[src/rtl/vip_scale_pkg.sv]
// Shared types and constants for the vip_scale configuration sequencer.
package vip_scale_pkg;
  localparam int SIZE_W = 12;
  localparam int K_W    = 16;
  localparam int FRAC_W = 8;
  localparam logic [K_W-1:0] K_SAT = 16'hFFFF;

  typedef enum logic [2:0] {
    ST_IDLE,
    ST_CHECK,
    ST_DIV_H,
    ST_DIV_V,
    ST_PEND
  } state_e;

  typedef struct packed {
    logic [SIZE_W-1:0] s_width;
    logic [SIZE_W-1:0] s_height;
    logic [SIZE_W-1:0] t_width;
    logic [SIZE_W-1:0] t_height;
  } geom_t;

  // Elaboration-time Q8.8 factor, used for the reset values only.
  function automatic logic [K_W-1:0] k_calc(input int s, input int t, input bit rnd);
    int q;
    q = ((s << FRAC_W) + (rnd ? t / 2 : 0)) / t;
    return (q > int'(K_SAT)) ? K_SAT : K_W'(q);
  endfunction
endpackage

[src/rtl/vip_scale_cfg_if.sv]
// Host-side geometry request channel: valid/ready handshake plus reject pulse.
interface vip_scale_cfg_if;
  import vip_scale_pkg::*;

  logic              cfg_valid;
  logic              cfg_ready;
  logic              cfg_err;
  logic [SIZE_W-1:0] cfg_s_width;
  logic [SIZE_W-1:0] cfg_s_height;
  logic [SIZE_W-1:0] cfg_t_width;
  logic [SIZE_W-1:0] cfg_t_height;

  modport master (
    output cfg_valid, cfg_s_width, cfg_s_height, cfg_t_width, cfg_t_height,
    input  cfg_ready, cfg_err
  );

  modport slave (
    input  cfg_valid, cfg_s_width, cfg_s_height, cfg_t_width, cfg_t_height,
    output cfg_ready, cfg_err
  );
endinterface

[src/rtl/vip_scale_div.sv]
// Radix-2 restoring divider: one quotient bit per cycle for DW cycles after start.
// done/quo are the last-step indication and the quotient as it will be after this cycle.
module vip_scale_div #(
  parameter int DW = 20,
  parameter int SW = 12
) (
  input  logic          clk,
  input  logic          rst,
  input  logic          start,
  input  logic [DW-1:0] dividend,
  input  logic [SW-1:0] divisor,
  output logic          done,
  output logic [DW-1:0] quo
);
  localparam int CW = $clog2(DW + 1);

  logic [DW-1:0] q_q, q_d;
  logic [SW-1:0] r_q, r_d, r_nxt, r_sub;
  logic [CW-1:0] cnt_q, cnt_d;
  logic [SW:0]   r_sh;
  logic          ge;

  always_comb begin
    r_sh  = {r_q, q_q[DW-1]};
    ge    = (r_sh >= {1'b0, divisor});
    // remainder after a successful subtract is below the divisor, so it fits SW bits
    r_sub = SW'(r_sh - {1'b0, divisor});
    r_nxt = ge ? r_sub : r_sh[SW-1:0];
    quo   = {q_q[DW-2:0], ge};
    done  = (cnt_q == CW'(1));
    q_d   = q_q;
    r_d   = r_q;
    cnt_d = cnt_q;
    if (start) begin
      q_d   = dividend;
      r_d   = '0;
      cnt_d = CW'(DW);
    end else if (cnt_q != '0) begin
      q_d   = quo;
      r_d   = r_nxt;
      cnt_d = cnt_q - CW'(1);
    end
  end

  always_ff @(posedge clk) begin
    if (rst) begin
      q_q   <= '0;
      r_q   <= '0;
      cnt_q <= '0;
    end else begin
      q_q   <= q_d;
      r_q   <= r_d;
      cnt_q <= cnt_d;
    end
  end
endmodule

[src/rtl/vip_scale_cfg.sv]
// Geometry sequencer: validate, compute Q8.8 h/v factors, apply all six at the next vs rise.
// VIP_SCALE_CFG_ROUND_EN selects round-to-nearest division (one extra divider cycle).
module vip_scale_cfg
  import vip_scale_pkg::*;
#(
  parameter int DEF_S_WIDTH  = 1280,
  parameter int DEF_S_HEIGHT = 720,
  parameter int DEF_T_WIDTH  = 640,
  parameter int DEF_T_HEIGHT = 360,
`ifdef VIP_SCALE_CFG_ROUND_EN
  parameter int DIV_W        = 21
`else
  parameter int DIV_W        = 20
`endif
) (
  input  logic              pixel_clk,
  input  logic              sys_rst,
  input  logic              vs,
  vip_scale_cfg_if.slave    cfg,
  output logic [SIZE_W-1:0] s_width,
  output logic [SIZE_W-1:0] s_height,
  output logic [SIZE_W-1:0] t_width,
  output logic [SIZE_W-1:0] t_height,
  output logic [K_W-1:0]    h_scale_k,
  output logic [K_W-1:0]    v_scale_k,
  output logic              cfg_applied,
  output logic              busy
);
`ifdef VIP_SCALE_CFG_ROUND_EN
  localparam bit RND = 1'b1;
`else
  localparam bit RND = 1'b0;
`endif
  localparam logic [K_W-1:0] H_K_DEF = k_calc(DEF_S_WIDTH, DEF_T_WIDTH, RND);
  localparam logic [K_W-1:0] V_K_DEF = k_calc(DEF_S_HEIGHT, DEF_T_HEIGHT, RND);
  localparam geom_t GEOM_DEF = '{
    s_width:  SIZE_W'(DEF_S_WIDTH),
    s_height: SIZE_W'(DEF_S_HEIGHT),
    t_width:  SIZE_W'(DEF_T_WIDTH),
    t_height: SIZE_W'(DEF_T_HEIGHT)
  };

  state_e         state_q, state_d;
  geom_t          geom_q, geom_d, out_q, out_d;
  logic [K_W-1:0] hk_sh_q, hk_sh_d, vk_sh_q, vk_sh_d, hk_q, hk_d, vk_q, vk_d;
  logic           ready_q, ready_d, busy_q, busy_d, err_q, err_d, app_q, app_d, vs_q, vs_d;

  logic              div_start, div_done, geom_bad, rise;
  logic [DIV_W-1:0]  div_dvd, div_quo, dvd_h, dvd_v;
  logic [SIZE_W-1:0] div_dvs;
  logic [K_W-1:0]    div_k;

  // Dividends for both axes; the divider loads h at CHECK and v on the last h step.
  always_comb begin
    dvd_h = DIV_W'({geom_q.s_width,  {FRAC_W{1'b0}}});
    dvd_v = DIV_W'({geom_q.s_height, {FRAC_W{1'b0}}});
`ifdef VIP_SCALE_CFG_ROUND_EN
    dvd_h = dvd_h + DIV_W'(geom_q.t_width  >> 1);
    dvd_v = dvd_v + DIV_W'(geom_q.t_height >> 1);
`endif
    div_dvd = (state_q == ST_CHECK) ? dvd_h : dvd_v;
    div_dvs = (state_q == ST_DIV_V) ? geom_q.t_height : geom_q.t_width;
    div_k   = (div_quo > DIV_W'(K_SAT)) ? K_SAT : div_quo[K_W-1:0];
  end

  vip_scale_div #(.DW(DIV_W), .SW(SIZE_W)) u_div (
    .clk      (pixel_clk),
    .rst      (sys_rst),
    .start    (div_start),
    .dividend (div_dvd),
    .divisor  (div_dvs),
    .done     (div_done),
    .quo      (div_quo)
  );

  always_comb begin
    state_d   = state_q;
    geom_d    = geom_q;
    hk_sh_d   = hk_sh_q;
    vk_sh_d   = vk_sh_q;
    out_d     = out_q;
    hk_d      = hk_q;
    vk_d      = vk_q;
    err_d     = 1'b0;
    app_d     = 1'b0;
    vs_d      = vs;
    div_start = 1'b0;
    rise      = vs & ~vs_q;
    geom_bad  = (geom_q.s_width == '0) || (geom_q.s_height == '0) ||
                (geom_q.t_width == '0) || (geom_q.t_height == '0) ||
                (geom_q.t_width > geom_q.s_width) || (geom_q.t_height > geom_q.s_height);
    case (state_q)
      ST_IDLE: begin
        if (cfg.cfg_valid && ready_q) begin
          geom_d.s_width  = cfg.cfg_s_width;
          geom_d.s_height = cfg.cfg_s_height;
          geom_d.t_width  = cfg.cfg_t_width;
          geom_d.t_height = cfg.cfg_t_height;
          state_d         = ST_CHECK;
        end
      end
      ST_CHECK: begin
        if (geom_bad) begin
          err_d   = 1'b1;
          state_d = ST_IDLE;
        end else begin
          div_start = 1'b1;
          state_d   = ST_DIV_H;
        end
      end
      ST_DIV_H: begin
        if (div_done) begin
          hk_sh_d   = div_k;
          div_start = 1'b1;
          state_d   = ST_DIV_V;
        end
      end
      ST_DIV_V: begin
        if (div_done) begin
          vk_sh_d = div_k;
          state_d = ST_PEND;
        end
      end
      ST_PEND: begin
        // only a frame start seen here may change the live geometry
        if (rise) begin
          out_d   = geom_q;
          hk_d    = hk_sh_q;
          vk_d    = vk_sh_q;
          app_d   = 1'b1;
          state_d = ST_IDLE;
        end
      end
      default: state_d = ST_IDLE;
    endcase
    ready_d = (state_d == ST_IDLE);
    busy_d  = (state_d != ST_IDLE);
  end

  always_ff @(posedge pixel_clk) begin
    if (sys_rst) begin
      state_q <= ST_IDLE;
      geom_q  <= '0;
      hk_sh_q <= '0;
      vk_sh_q <= '0;
      out_q   <= GEOM_DEF;
      hk_q    <= H_K_DEF;
      vk_q    <= V_K_DEF;
      ready_q <= 1'b1;
      busy_q  <= 1'b0;
      err_q   <= 1'b0;
      app_q   <= 1'b0;
      vs_q    <= 1'b0;
    end else begin
      state_q <= state_d;
      geom_q  <= geom_d;
      hk_sh_q <= hk_sh_d;
      vk_sh_q <= vk_sh_d;
      out_q   <= out_d;
      hk_q    <= hk_d;
      vk_q    <= vk_d;
      ready_q <= ready_d;
      busy_q  <= busy_d;
      err_q   <= err_d;
      app_q   <= app_d;
      vs_q    <= vs_d;
    end
  end

  assign cfg.cfg_ready = ready_q;
  assign cfg.cfg_err   = err_q;
  assign s_width       = out_q.s_width;
  assign s_height      = out_q.s_height;
  assign t_width       = out_q.t_width;
  assign t_height      = out_q.t_height;
  assign h_scale_k     = hk_q;
  assign v_scale_k     = vk_q;
  assign cfg_applied   = app_q;
  assign busy          = busy_q;
endmodule

[src/flat_wrapper.sv]
// flat-port wrapper written by rule: the top's interface ports become plain ports
module vip_scale_cfg_flat import vip_scale_pkg::*;
#(
  parameter int DEF_S_WIDTH  = 1280,
  parameter int DEF_S_HEIGHT = 720,
  parameter int DEF_T_WIDTH  = 640,
  parameter int DEF_T_HEIGHT = 360,

  parameter int DIV_W        = 20

)
  (pixel_clk, sys_rst, vs, s_width, s_height, t_width, t_height, h_scale_k, v_scale_k, cfg_applied, busy, cfg_cfg_valid, cfg_cfg_s_width, cfg_cfg_s_height, cfg_cfg_t_width, cfg_cfg_t_height, cfg_cfg_ready, cfg_cfg_err);
  vip_scale_cfg_if cfg_i ();
  input  logic pixel_clk;
  input  logic sys_rst;
  input  logic vs;
  output logic [SIZE_W-1:0] s_width;
  output logic [SIZE_W-1:0] s_height;
  output logic [SIZE_W-1:0] t_width;
  output logic [SIZE_W-1:0] t_height;
  output logic [K_W-1:0] h_scale_k;
  output logic [K_W-1:0] v_scale_k;
  output logic cfg_applied;
  output logic busy;
  input wire logic [$bits(cfg_i.cfg_valid)-1:0] cfg_cfg_valid;
  input wire logic [$bits(cfg_i.cfg_s_width)-1:0] cfg_cfg_s_width;
  input wire logic [$bits(cfg_i.cfg_s_height)-1:0] cfg_cfg_s_height;
  input wire logic [$bits(cfg_i.cfg_t_width)-1:0] cfg_cfg_t_width;
  input wire logic [$bits(cfg_i.cfg_t_height)-1:0] cfg_cfg_t_height;
  output wire logic [$bits(cfg_i.cfg_ready)-1:0] cfg_cfg_ready;
  output wire logic [$bits(cfg_i.cfg_err)-1:0] cfg_cfg_err;
  assign cfg_i.cfg_valid = cfg_cfg_valid;
  assign cfg_i.cfg_s_width = cfg_cfg_s_width;
  assign cfg_i.cfg_s_height = cfg_cfg_s_height;
  assign cfg_i.cfg_t_width = cfg_cfg_t_width;
  assign cfg_i.cfg_t_height = cfg_cfg_t_height;
  assign cfg_cfg_ready = cfg_i.cfg_ready;
  assign cfg_cfg_err = cfg_i.cfg_err;
  vip_scale_cfg #(.DEF_S_WIDTH(DEF_S_WIDTH), .DEF_S_HEIGHT(DEF_S_HEIGHT), .DEF_T_WIDTH(DEF_T_WIDTH), .DEF_T_HEIGHT(DEF_T_HEIGHT), .DIV_W(DIV_W)) u_core (.pixel_clk(pixel_clk), .sys_rst(sys_rst), .vs(vs), .cfg(cfg_i), .s_width(s_width), .s_height(s_height), .t_width(t_width), .t_height(t_height), .h_scale_k(h_scale_k), .v_scale_k(v_scale_k), .cfg_applied(cfg_applied), .busy(busy));
endmodule
[config.mk]
export PLATFORM = sky130hd
export DESIGN_NAME = vip_scale_cfg_flat
export DESIGN_NICKNAME = d
export VERILOG_FILES = /design/src/rtl/vip_scale_pkg.sv /design/src/rtl/vip_scale_cfg_if.sv /design/src/rtl/vip_scale_div.sv /design/src/rtl/vip_scale_cfg.sv /design/src/flat_wrapper.sv
export SDC_FILE = /design/constraint.sdc
export NUM_CORES = 1
export LEC_CHECK = 0
export ABC_AREA = 1
export ABC_CLOCK_PERIOD_IN_PS = 4000
export BUFFER_PORTS_ARGS = -buffer_cell sky130_fd_sc_hd__buf_2
export CORE_ASPECT_RATIO = 1.75
export CORE_UTILIZATION = 61
export DETAILED_ROUTE_END_ITERATION = 16
export MAX_ROUTING_LAYER = met4
export PLACE_DENSITY = 0.85
export SLEW_MARGIN = 20
export SYNTH_ARGS = -nofsm -noshare
export SYNTH_HDL_FRONTEND = slang
export SYNTH_SLANG_ARGS = --single-unit
[constraint.sdc]
create_clock -name pixel_clk -period 4 [get_ports pixel_clk]
set_input_delay 0.4 -clock pixel_clk [delete_from_list [all_inputs] [get_ports pixel_clk]]
set_output_delay 0.4 -clock pixel_clk [all_outputs]
set_load 0.02 [all_outputs]
# Yosys cells after proc, flatten, opt, wreduce, memory -nomap -nowiden
# Index checks and enable logic that the tools add are counted.
# word_totals
reg_bits	205
output_inout_bits	84
word_cells	78
# classes
add_sub_neg	2
magnitude_cmp	4
n_eq_ne	5
mux	19
bitwise	4
reduce_logical	22
# op_table
cell	n
two-way mux 20 bit	3
zero test 12 bit	4
greater-than comparator 12 bit	2
two-way mux 12 bit	2
greater-than comparator 20 x 16 -> 1 bit (second input constant)	1
two-way mux 16 bit	1
one-hot mux 3 bit (5 select lines)	1
>= comparator 13 x 12 -> 1 bit	1
two-way mux 3 bit	4
subtractor 12 bit	1
two-way mux 5 bit	2
AND reduction 2 bit	4
equality test 3 x 2 -> 1 bit (second input constant)	2
zero test 3 bit	2
OR reduction 2 bit	3
equality test 5 x 1 -> 1 bit (second input constant)	1
logical OR 1 bit	5
nonzero test 5 bit	1
subtractor 5 x 1 -> 5 bit (second input constant)	1
two-way mux 1 bit	4
equality test 3 x 1 -> 1 bit (second input constant)	1
equality test 3 bit (second input constant)	1
inverter 1 bit	3
nonzero test 3 bit	1
other kinds (5)	5

# Depth between registers and ports, before layout
# Gate-level depths: netlist of run 1.
# logic_depth
depth_word	9
mapped_depth	19
mapped_depth_nobuf	17

# Modules after synthesis
# From an unflattened synthesis of run 1, not the netlist that was laid out.
# hier_totals
cells_unflattened	1304
area_unflattened_um2	9571.7
# modules_own_cells
mod	n_inst	cells_each	area_per_inst_um2	seq_area_each_um2
vip_scale_cfg	1	911	6969.2	3363.2
vip_scale_div	1	393	2602.5	740.7

# Worst setup path before layout of run 1
# Ideal clock, no wire load.
# synth_timing
path_type	register -> register
from	register u_core.state_q[2]
to	register u_core.u_div.r_q[7]
setup_time_ps	116
arrival_ps	2582
required_ps	3884
path_slack_ps	1302
stages_incl_launch_ff	15
synth_period_minus_slack_ps	2698
cell_sequence	dfxtp_1 -> buf_2 -> nor3_4 -> clkbuf_1 -> o21ai_0 -> ha_1 -> a21oi_2 -> o21ai_0 -> a21oi_1 -> nand3_2 -> inv_2 -> buf_4 -> nand2_1 -> a21oi_1 -> nor2_1
# synth_between
elab_chain_cells	4
word_cells_on_any_way	9
cone_classes	add/sub (1); order compare (1); eq/ne (3); mux (3); reduce/logical (1)
# synth_lines
item	line_no	rtl
start, declared	vip_scale_cfg.sv:43	state_e state_q, state_d;
start signal, assigned	vip_scale_cfg.sv:155	state_q <= state_d;
equality test 3 x 2 -> 1 bit	vip_scale_cfg.sv:62	div_dvs = (state_q == ST_DIV_V) ? geom_q.t_height : geom_q.t_width;
two-way mux 12 bit	vip_scale_cfg.sv:62	
subtractor 12 bit or >= comparator 13 x 12 -> 1 bit (tied branches)	vip_scale_div.sv:27, vip_scale_div.sv:25	
two-way mux 12 bit	vip_scale_div.sv:28	r_nxt = ge ? r_sub : r_sh[SW-1:0];
end signal, assigned	vip_scale_div.sv:52	r_q <= r_d;
end, declared	vip_scale_div.sv:18	logic [SW-1:0] r_q, r_d, r_nxt, r_sub;
# Parallel ways exist; a longest one is shown, timed or not.
# A chain may end at the register's enable or synchronous reset.

# Final worst setup path of run 1
# layout_timing
from	register u_core.state_q[1]
to	register u_core.u_div.r_q[7]
# Same word-level chain as after synthesis.

==> run summary, run 1 <==
The total overflow left after global routing is 0. The detailed placer's ending HPWL is 16,400 um. The critical path's slowest cell was sky130_fd_sc_hd__nor3_4. The power density of the placed cells came out at 662 nW/um^2. In this design, the stage delay of the slowest critical-path cell is 0.58 ns.

For the fraction of power consumed by sequential logic, the log shows 36.8%. During placement, the flow inserted port buffers numbering 135. The total nets after synthesis was 1,301. The finished cells cover 10,300 sq um.

During synthesis, Yosys emitted a total of 0 warnings. The core region is 14,400 sq um. Of the available clock period, the critical path in the final layout requires 78.0%.

The logs give 38,400 um for the global-route wire length before repair and 32.6% for the global-route usage over all layers. The final weighted congestion in routability-driven placement was 0.970; the clock-pin slew on the worst setup and hold paths was 0.07 ns. Of the synthesized area, sequential elements account for 45.4%. The run gives 1110 um as the met3 layer wire length in the routed design. The final layout contains routed wiring with a total length of 23,800 um. The average cell area after synthesis was 7.47 sq um. The critical path class was register to register. In this run, the clock network consumes 26.3% of the power. Non-filler instance count after layout: 1,496. The post-route netlist has 14.7% of its cells at a drive strength greater than 1. Buffers added to address setup during post-CTS repair amount to 0. The path category of the worst min-delay check is primary input to register. The buffer type at the clock tree root is sky130_fd_sc_hd__clkbuf_16. The floorplan die width was 94.0 um; the aggregate negative setup slack was 0 ns. No sink is reached through more buffers than the 3 on the longest clock path. Summing over every cut layer, the via total after detailed routing is 8,327. Setup violations remaining at the end of the flow were counted as 0. The analysis attributes to cell leakage a power of 4.91 nW.

The H-tree depth was 1. The tools report the number of clock sinks as 205. Along the worst path, the maximum fanout reaches 19. The tools report the cell area after synthesis as 9030 sq um.

For the quantity of gates resized following cts, the log shows 0. Hold repair after CTS inserted 0 buffers. Per report_power, the combinational group accounts for 36.8% of the total. The die covers 15,300 sq um. The logs give 1,395 for the number of nets in the final layout and 3.51 ns for the data arrival at the endpoint of the critical path.

The run gives 0 as the number of antenna violations at the first check in global routing. The logs give 39.2% for the relative slew slack and 136 for the number of primary I/O pins. The library cell used most frequently in the layout, excluding fill and tap cells, is sky130_fd_sc_hd__nor2_1.

The worst path meets setup with 0.879 ns of slack. Leaving out fill and tap cells, the most frequent cells in the layout are 213 x sky130_fd_sc_hd__nor2_1, 205 x sky130_fd_sc_hd__dfxtp_1, 187 x sky130_fd_sc_hd__o21ai_0. The detailed router finished its first iteration with 472 violations. The met2 wirelength from detailed routing is 12,200 um. The number of global-route vias before repair is 7,800, and the worst vdd rail ir drop is 0.445 mV. The design draws 6.83 mW.

The number of max-capacitance violations reported came out at 0. The logs give 40 for the count of different cell masters after synthesis and 0.891 ns for the worst-case setup slack after placement. The number of failing hold endpoints at the final stage came out at 0. Among the stages of the critical path, the cell type that occurs most often is sky130_fd_sc_hd__nand2_1.

Post-placement cell count: 1,463. Number of standard cells after synthesis: 1,210. TritonCTS built the clock tree.

The number of vias per cell is 5.57, and the number of search-and-repair iterations in the first detailed-routing pass is 5. The detail route stage leaves a number of antenna-violating nets equal to 0. The final-report max-slew violation count is 0.

The initial core utilization is 62.6%. Summed over all instances, the cell type with the most area after synthesis is sky130_fd_sc_hd__dfxtp_1. The number of inserted filler cells in the final layout is 1,202. The internal portion of the total power is 4.13 mW. The relative area change from synthesis to final layout was 14.0%. After layout, the minimum clock period comes to 3.12 ns.

In this run the biggest area consumer among cell types represents 45.4% of the synthesized area. Entering global routing, the biggest net connects 103 pins. Data on the critical path is required at its endpoint by 4.39 ns. Achievable clock frequency: 320 MHz. For the final database, setup skew stands at 0.0239 ns. After detailed routing, the wire length on met1 is 9070 um.

The core occupancy in the finished layout is 71.3%. The number of remaining DRC errors is 0, and the share of total power consumed by net switching is 39.5%. The tools report the antenna cell count as 0. From bottom edge to top edge, the die measures 163 um. At the pin with the least slew margin, the transition time is 0.912 ns.

The tools report the power spent charging and discharging nets as 2.69 mW. For the worst-case hold slack, the log shows 0.153 ns. The number of clock buffers added by TritonCTS is 19. The worst-skew pair later-pin latency was 0.50 ns; the cell area after placement was 9690 sq um. Traced cell by cell, the critical path runs through inv_2 -> nor3_4 -> mux2i_1 -> ha_1 -> nand3_1 -> nand2_1 -> nand2_1 -> nand2_1 -> nand3_1 -> nand3_2 -> inv_2 -> nand2_1 -> a21oi_1 -> nor2_1. In this run the core area contains 58 standard-cell rows. After synthesis, the cell types taking the most area are sky130_fd_sc_hd__dfxtp_1 45%, sky130_fd_sc_hd__o21ai_0 10%, sky130_fd_sc_hd__nor2_1 8.8%. The tools report the sort of element at the end of the critical path as a register. The uppermost layer routed was met4. The worst setup path is launched from a register. The post-synthesis sequential element count works out to 205. The run finished with clean final reports.

The routed length per placed instance works out to 15.9 um. Setup repair after global routing left no endpoint under its margin.
-- path summary, 6_finish.rpt --
kind | start | endpoint | slack [ns] | cells after the start
max | u_core.state_q[1] | u_core.u_div.r_q[7] | 0.88 | 14
min reg2reg | u_core.h_scale_k[9] | u_core.h_scale_k[9] | 0.46 | 2
min | vs | u_core.vs_q | 0.15 | 3
max reg2reg | u_core.state_q[1] | u_core.u_div.r_q[7] | 0.88 | 14
-- synth_stat cells --
| cell | n |
|---|---|
| sky130_fd_sc_hd__buf_4 | 1 |
| sky130_fd_sc_hd__nand3_1 | 40 |
| sky130_fd_sc_hd__ha_1 | 38 |
| sky130_fd_sc_hd__o21bai_1 | 1 |
| sky130_fd_sc_hd__and3_1 | 1 |
| sky130_fd_sc_hd__clkinv_1 | 1 |
| sky130_fd_sc_hd__and2_1 | 2 |
| sky130_fd_sc_hd__a21o_1 | 1 |
| sky130_fd_sc_hd__o211ai_1 | 11 |
| sky130_fd_sc_hd__inv_1 | 96 |
| sky130_fd_sc_hd__a21oi_1 | 84 |
| sky130_fd_sc_hd__or2_1 | 2 |
| sky130_fd_sc_hd__xnor2_1 | 5 |
| sky130_fd_sc_hd__o21ai_1 | 9 |
| sky130_fd_sc_hd__inv_2 | 6 |
| sky130_fd_sc_hd__nor2_4 | 1 |
| sky130_fd_sc_hd__dfxtp_1 | 205 |
| sky130_fd_sc_hd__o21a_1 | 4 |
| sky130_fd_sc_hd__nand2_1 | 166 |
| sky130_fd_sc_hd__nand4_4 | 1 |
| sky130_fd_sc_hd__a31oi_1 | 30 |
| sky130_fd_sc_hd__xor2_1 | 5 |
| sky130_fd_sc_hd__nor3_4 | 2 |
| sky130_fd_sc_hd__nand2_4 | 1 |
| sky130_fd_sc_hd__nand4_1 | 6 |
| sky130_fd_sc_hd__nor4_1 | 1 |
| sky130_fd_sc_hd__buf_2 | 14 |
| sky130_fd_sc_hd__o21ai_0 | 187 |
| sky130_fd_sc_hd__nor2_1 | 213 |
| sky130_fd_sc_hd__nand3b_1 | 2 |
| sky130_fd_sc_hd__a21boi_0 | 2 |
| sky130_fd_sc_hd__nor2_2 | 3 |
| sky130_fd_sc_hd__nor2_8 | 1 |
| sky130_fd_sc_hd__a21oi_2 | 2 |
| sky130_fd_sc_hd__fa_1 | 1 |
| sky130_fd_sc_hd__nand3_2 | 1 |
| sky130_fd_sc_hd__nor3_1 | 6 |
| sky130_fd_sc_hd__buf_6 | 4 |
| sky130_fd_sc_hd__mux2i_1 | 3 |
| sky130_fd_sc_hd__clkbuf_1 | 51 |
-- worst max-delay path, delay by kind of cell, from the launching register on --
family                     cells  cell delay (ns)
buffers and inverters          2             0.31
adders and majority gates      1             0.30
AOI/OAI and AO/OA              1             0.14
and+or+nand+nor                9             1.43
muxes                          1             0.38
DFF                            1             0.41
-- cell type report --
| class | count | area, sq um | share of cell area (%) |
|---|---|---|---|
| Sequential cell | 205 | 4100 | 39.8 |
| Multi-Input combinational cell | 832 | 4240 | 41.2 |
| Clock inverter | 9 | 83.8 | 0.814 |
| Timing Repair Buffer | 143 | 736 | 7.14 |
| Clock buffer | 24 | 524 | 5.09 |
| Inverter | 103 | 389 | 3.78 |
| Tap cell | 180 | 225 | 2.19 |
-- registers in the layout, summed over array words and instances (netlist names), 5 cells and up --
name,count
u_core.geom_q,24
u_core.vk_sh_q,16
u_core.h_scale_k,16
u_core.v_scale_k,16
u_core.u_div.cnt_q,5
u_core.u_div.q_q,20
u_core.t_height,12
u_core.s_height,12
u_core.dvd_v,12
u_core.dvd_h,12
u_core.t_width,12
u_core.hk_sh_q,16
u_core.s_width,12
u_core.u_div.r_q,12
-- cells by family (layout without fill, tap and decap cells) --
group,after synthesis,in the layout,synth area share [%]
flip-flops,205,205,45.4
XOR/XNOR,10,10,0.969
AO/OA/AOI/OAI,331,331,19.4
buffers and inverters,173,279,7.76
multiplexers,3,3,0.332
AND/OR/NAND/NOR,449,449,20.7
adder cells (fa/ha/maj),39,39,5.48
-- power groups by stage --
stage | sequential [mW] | combinational (mW) | clock, mW
floorplan | 2.47 | 1.94 | 0
global placement | 2.54 | 2.45 | 0
detailed placement | 2.55 | 2.48 | 0
CTS | 2.51 | 2.50 | 1.81
global route | 2.53 | 2.84 | 1.89
finish | 2.51 | 2.51 | 1.80
-- metal layers --
layer	up-vias	track usage, %
met5	-	-
met3	72	3.73
li1	4165	-
met2	295	57.5
met1	3795	34.9
met4	0	18.2
Power figures use the tool's default switching activity.
==> inputs of run 2 (changes only) <==
- ABC_CLOCK_PERIOD_IN_PS: 4000 -> 3210
- CORE_UTILIZATION: 61 -> 57
- PLACE_DENSITY: 0.85 -> 0.8
- clock period: 4 -> 3.21 ns (I/O delays scaled with it)
==> run 2 against run 1 <==
Clock skew fell by 0.011 ns. Via count is essentially flat. Critical path type unchanged. Die area up 6.9%. Largest power group is now combinational cells. Critical path depth grew 1.
==> run summary, run 2 (synthesis gave the netlist of run 1 again) <==
The run finished with clean final reports. Clock tree synthesis inserted a total of 18 buffers. The floorplan die height was 169 um; the H-tree depth was 1. The clock arrives with 0.0133 ns of skew. The die covers 16,400 sq um.

Critical path's slowest cell: sky130_fd_sc_hd__dfxtp_1. Total of endpoints with negative setup slack in the final report: 0. The signal on the critical path passes through inv_2 -> nor3_4 -> buf_4 -> inv_2 -> nand2_1 -> o21ai_0 -> ha_1 -> a21oi_1 -> o211ai_1 -> a21oi_1 -> nand3_2 -> inv_2 -> nand2_1 -> a21oi_1 -> nor2_1.

The run gives 0 as the number of post-CTS setup repair buffers. The global-route wire length before repair was 39,000 um; the number of remaining DRC errors was 0. In the final layout, the registers with the most flip-flops are u_core.geom_q x24, u_core.u_div.q_q x20.

For the number of global-route vias before repair, the log shows 7,909. The number of antenna violations at the first check in global routing was 0; the number of nets in the final layout was 1,401. The tools report the final antenna-violating net count as 0. The power density of the placed cells works out to 820 nW/um^2. The number of port buffers was 135; the non-filler instance count after layout was 1,505. The violation count after the first detailed-routing iteration is 391.

In this run the static leakage power is 4.92 nW. Entering global routing, the biggest net connects 98 pins. Maximum buffer depth of the clock tree: 3.

Based on the critical path, the design can be clocked at up to 361 MHz. Clock-pin slew was measured on the worst setup and hold paths at 0.07 ns. Leaving out fill and tap cells, the most frequent cells in the layout are 213 x sky130_fd_sc_hd__nor2_1, 205 x sky130_fd_sc_hd__dfxtp_1, 187 x sky130_fd_sc_hd__o21ai_0. The number of antenna diodes in the final layout is 0. Measured along the x axis, the die boundary spans 97.2 um.

After routing, the total negative slack on setup checks comes to 0 ns. Once the floorplan was initialized, standard cells occupied 58.4% of the core. Number of search-and-repair iterations in the first detailed-routing pass: 5. At the worst endpoint, the required time is 3.60 ns.

In the final routed layout, each cell accounts on average for 16.0 um. Setup repair after global routing left no endpoint under its margin. The fraction of layout instances using a drive strength above 1 was 14.8%; the cell area after placement was 9770 sq um. The smallest clock period supported by the final layout is computed as 2.77 ns.

Timing analysis after detailed placement gives a worst setup slack of 0.452 ns. The maximum cell stage delay along the critical path works out to 0.41 ns. The worst setup path is of the register to register kind. Fill cells in the final layout number 1,376. The HPWL after detailed placement is 17,100 um. The register with the most flip-flops in the final layout is u_core.geom_q.

136 I/O pins were placed. The final worst slack was 0.443 ns. STA puts the critical path data arrival time at 3.16 ns. The core occupancy in the finished layout is 66.8%, and the slew at the pin closest to its max-slew limit is 0.864 ns. For the total wire length, the log shows 24,100 um. The kind of start point of the critical path was a register. Global routing consumed, over all layers together, 30.2% of the routing resources. For the worst vdd rail ir drop, the log shows 0.465 mV. The row count is 60, and the number of vias per cell is 5.53. For the post-route standard cell area excluding fillers, the log shows 10,300 sq um.

The path category of the worst min-delay check was primary input to register. Relative to the synthesized area, the layout overhead comes to 14.3%. For this design, the sink count on the clock tree is 205. Buffer type at the clock tree root: sky130_fd_sc_hd__clkbuf_16.

TritonCTS built the clock tree. The total overflow left after global routing is 0. The worst-case hold slack is 0.0534 ns. The tool flagged a number of max-cap violations equal to 0. Post-CTS repair changed the size of 0 cells. The final period utilization is 86.2%, and the total design power is 8.47 mW. Routability-driven placement finished with a final weighted congestion of 0.970. The tools report the sort of element at the end of the critical path as a register. Relative slew slack: 42.4%. Leaving out fill and tap cells, the most frequent cell in the layout is sky130_fd_sc_hd__nor2_1. The final-report max-slew violation count is 0, and the number of failing hold endpoints at the final stage is 0.

The total via count in the routed design is 8,328. Worst-skew pair later-pin latency: 0.50 ns. Buffers inserted to repair hold after CTS numbered 0.

The register with the most flip-flops in the layout has 24 of them. The floorplan step defined a core boundary enclosing 15,500 sq um. Along the worst path, the maximum fanout reaches 19. The tools report the post-placement cell count as 1,476.
[run 2: changes by cell type in the layout (fill, tap and decap cells not counted)]
cell and change:
sky130_fd_sc_hd__buf_4 +6, sky130_fd_sc_hd__clkbuf_8 -3, sky130_fd_sc_hd__clkbuf_1 +2, sky130_fd_sc_hd__clkinv_2 -2, sky130_fd_sc_hd__inv_6 -2, sky130_fd_sc_hd__buf_12 +1, sky130_fd_sc_hd__bufinv_16 +1, sky130_fd_sc_hd__clkbuf_16 -1
sky130_fd_sc_hd__clkinv_4 -1, sky130_fd_sc_hd__clkinv_8 +1, sky130_fd_sc_hd__inv_2 +1
[run 2: cell type report]
class / count / area [sq um] / area share (%)
multi-input combinational: 832 / 4240 / 41.1
sequential: 205 / 4100 / 39.7
timing repair buffer: 150 / 801 / 7.75
clock buffer: 22 / 465 / 4.51
inverter: 103 / 388 / 3.75
tap: 186 / 233 / 2.25
clock inverter: 7 / 98.8 / 0.957
[run 2: critical path, delay by kind of cell, from the launching register on]
family,cells,cell delay (ns)
buffers and inverters,4,0.65
flip-flops,1,0.41
AND/OR/NAND/NOR,5,0.56
AO/OA/AOI/OAI,5,0.70
adder cells (fa/ha/maj),1,0.35
[run 2: per-layer routing]
| layer | vias to the layer above | wire [um] | GRT usage [%] |
|---|---|---|---|
| met4 | 0 | 1480 | 18.0 |
| met2 | 258 | 12500 | 54.7 |
| met3 | 95 | 935 | 2.48 |
| met1 | 3797 | 9180 | 31.9 |
| li1 | 4178 | - | - |
| met5 | - | 0 | - |
[run 2: final timing paths]
check	startpoint	to	slack (ns)	cells past startpoint
min reg2reg	u_core.v_scale_k[9]	u_core.v_scale_k[9]	0.46	2
max	u_core.state_q[1]	u_core.u_div.r_q[7]	0.44	15
max reg2reg	u_core.state_q[1]	u_core.u_div.r_q[7]	0.44	15
min	vs	u_core.vs_q	0.05	3
[run 2: report_power, final]
group	switching, mW	internal, mW	total, mW
clock	0.941	1.20	2.14
sequential	0.272	2.86	3.13
combinational	2.12	1.08	3.20
total	3.34	5.14	8.47
==> inputs of run 3 (changes only) <==
- CAP_MARGIN: not set -> 25
- CELL_PAD_IN_SITES_DETAIL_PLACEMENT: not set -> 1
- CELL_PAD_IN_SITES_GLOBAL_PLACEMENT: not set -> 1
- CORE_UTILIZATION: 57 -> 41
- PLACE_DENSITY: 0.8 -> not set
- PLACE_DENSITY_LB_ADDON: not set -> 0.1
==> run 3 against run 2 <==
Hold slack better by 0.010 ns. Sequential share of layout area shrank 1.2 points. Critical endpoint unchanged. Core utilization is 17 points lower. Critical path type unchanged. Largest power group unchanged. First-iteration DRC count grew 5.6%.
==> run summary, run 3 (synthesis gave the netlist of run 1 again) <==
The fraction of layout instances using a drive strength above 1 was 15.8%; the maximum cell stage delay along the critical path was 0.42 ns. The count of buffers added on input and output ports is 135. The clock-pin slew on the worst setup and hold paths is 0.07 ns, and the quantity of gates resized following cts is 0. Setup violations remaining at the end of the flow were counted as 0. Clock tree synthesis inserted a total of 21 buffers.

The minimum clock period after layout is 2.84 ns, and the static leakage power is 5.02 nW. At the worst endpoint, the arrival time is 3.22 ns. The tools report the total via count in the routed design as 8,367.

The critical path's slowest cell is sky130_fd_sc_hd__dfxtp_1. The tools report the core area as 21,600 sq um. The path category of the worst min-delay check was primary input to register.

The tool flagged a number of max-cap violations equal to 0. The flip-flop count of the largest register after layout is 24, and the final-report max-slew violation count is 0. The global-route wire length before repair is 45,200 um. STA classifies the critical path startpoint as a register. In this run, post-CTS hold repair placed 0 buffers. Worst clock skew: 0.0127 ns. Entering global routing, the biggest net connects 77 pins. Clock share of power: 27.5%.

The most frequent standard cell in the layout excluding fill and tap cells is sky130_fd_sc_hd__nor2_1. Most frequent cell on the critical path: sky130_fd_sc_hd__nand2_1. The number of global-route vias before repair was 8,502; the floorplan die height was 198 um.

For this configuration, the core starts out at a cell density of 41.9%. In this run the worst path has a maximum fanout of 19. The routed length per placed instance came out at 17.6 um.

The logs give 136 for the number of primary I/O pins and 4 for the number of search-and-repair iterations in the first detailed-routing pass. Compared with the post-synthesis result, the final layout area differs by 17.9%. The run gives 205 as the number of clock sinks. Relative slew slack: 46.7%.

In the routed design, unresolved DRC markers number 0. The part of the power in combinational logic is 37.3%, and the number of nets in the final layout is 1,410. The tools report the worst-skew pair later-pin latency as 0.50 ns. The global-route usage over all layers was 26.4%; the endpoint required time on the critical path was 3.60 ns. The floorplan has 71 rows. Summed over all layers, the global routing overflow is 0. STA classifies the critical path endpoint as a register.

The share of total power consumed by net switching is 39.6%, and the number of antenna violations at the first check in global routing is 0. Number of failing hold endpoints at the final stage: 0. For the pin with the worst max-slew slack, the measured transition is 0.798 ns. Internal power comes to 5.35 mW. The number of post-CTS setup repair buffers is 0, and the total wire length is 28,500 um. The critical path goes through inv_2 -> nor3_4 -> buf_4 -> mux2i_2 -> ha_1 -> nand3_1 -> nand2_1 -> nand2_1 -> nand2_1 -> nand3_1 -> nand3_2 -> inv_2 -> nand2_1 -> a21oi_1 -> nor2_1.

In this run the power density over the cells is 832 nW/um^2. The final period utilization was 88.4%; the detailed placer's ending HPWL was 21,400 um. For the post-route standard cell area excluding fillers, the log shows 10,700 sq um. The fraction of power consumed by sequential logic came out at 35.2%. TritonCTS built the clock tree.

The critical path is of the register to register type. The worst register-to-register path has a depth of 15. The final weighted congestion in routability-driven placement is 0.871. The aggregate negative setup slack came out at 0 ns. The H-tree depth is 1, and the count of cells along the worst hold path is 3. For the final antenna-violating net count, the log shows 0.

Number of vias per cell: 5.16. The largest registers in the layout are u_core.geom_q x24, u_core.u_div.q_q x20. Setup repair after global routing left no endpoint under its margin. From left edge to right edge, the die measures 114 um. The run gives 22,700 sq um as the die footprint. For this run, the top clock speed supported by timing is 352 MHz. The placed instances occupy a cell area of 9970 sq um. The power spent charging and discharging nets came out at 3.51 mW. The longest clock path from root to sink contains 3 buffers. The violation count after the first detailed-routing iteration came out at 413. CTS placed an instance of sky130_fd_sc_hd__clkbuf_16 at the clock tree root.

The worst vdd rail ir drop is 0.453 mV. The largest register by flop count is u_core.geom_q. The flow ran to the end, and the final reports show no timing, DRC or antenna violations. The library cells used most frequently in the layout, excluding fill and tap cells, are 213 x sky130_fd_sc_hd__nor2_1, 205 x sky130_fd_sc_hd__dfxtp_1, 187 x sky130_fd_sc_hd__o21ai_0.

The antenna cell count came out at 0.
## run 3: metal layers
metal  part of all wire, %  routed length [um]  global-route usage (%)
met1                    39               11200                    27.3
met2                    52               14900                    47.9
met3                   2.7                 760                    2.89
met4                   6.0                1720                    14.9
met5                     0                   0                       -
## run 3: final timing paths
check                     from                   to  slack [ns]
max reg2reg  u_core.state_q[1]  u_core.u_div.r_q[7]        0.37
max          u_core.state_q[1]  u_core.u_div.r_q[7]        0.37
min                         vs          u_core.vs_q        0.06
min reg2reg  u_core.t_width[9]    u_core.t_width[9]        0.46
## run 3: cell type report
type                    count  area [sq um]
flip-flops and latches    205          4100
clock inverters             7          77.6
repair buffers            156           871
inverters                 103           388
clock buffers              28           602
fillers                  2762         10900
well taps                 292           365
multi-input cells         832          4250
## run 3: power groups by stage
stage	clock [mW]	sequential [mW]	combinational, mW
2_1_floorplan	0	3.08	2.42
3_3_place_gp	0	3.17	3.26
3_5_place_dp	0	3.17	3.34
4_1_cts	2.49	3.12	3.36
5_1_grt	2.59	3.15	3.77
6_report	2.44	3.12	3.31
## run 3: critical path: cells and delay by family, from the launching register on
| kind | cells | cell delay (ns) |
|---|---|---|
| simple gates | 9 | 0.98 |
| buf+inv | 3 | 0.56 |
| flops | 1 | 0.42 |
| mux | 1 | 0.32 |
| fa+ha+maj | 1 | 0.29 |
| compound gates | 1 | 0.15 |
## run 3: metrics by stage
step | hold slack (ns) | setup slack (ns) | cells | total power [mW] | util, %
after detailed placement | 0.449 | 0.280 | 1588 | 6.51 | 46.2
after floorplan | 0.437 | 0.512 | 1210 | 5.50 | -
after CTS | 0.0538 | 0.247 | 1623 | 8.97 | 49.3
final | 0.0635 | 0.371 | 1623 | 8.86 | 49.3
after global routing | 0.0779 | 0.0495 | 1623 | 9.52 | 49.3
after global placement | 0.441 | 0.440 | 1588 | 6.42 | 46.2
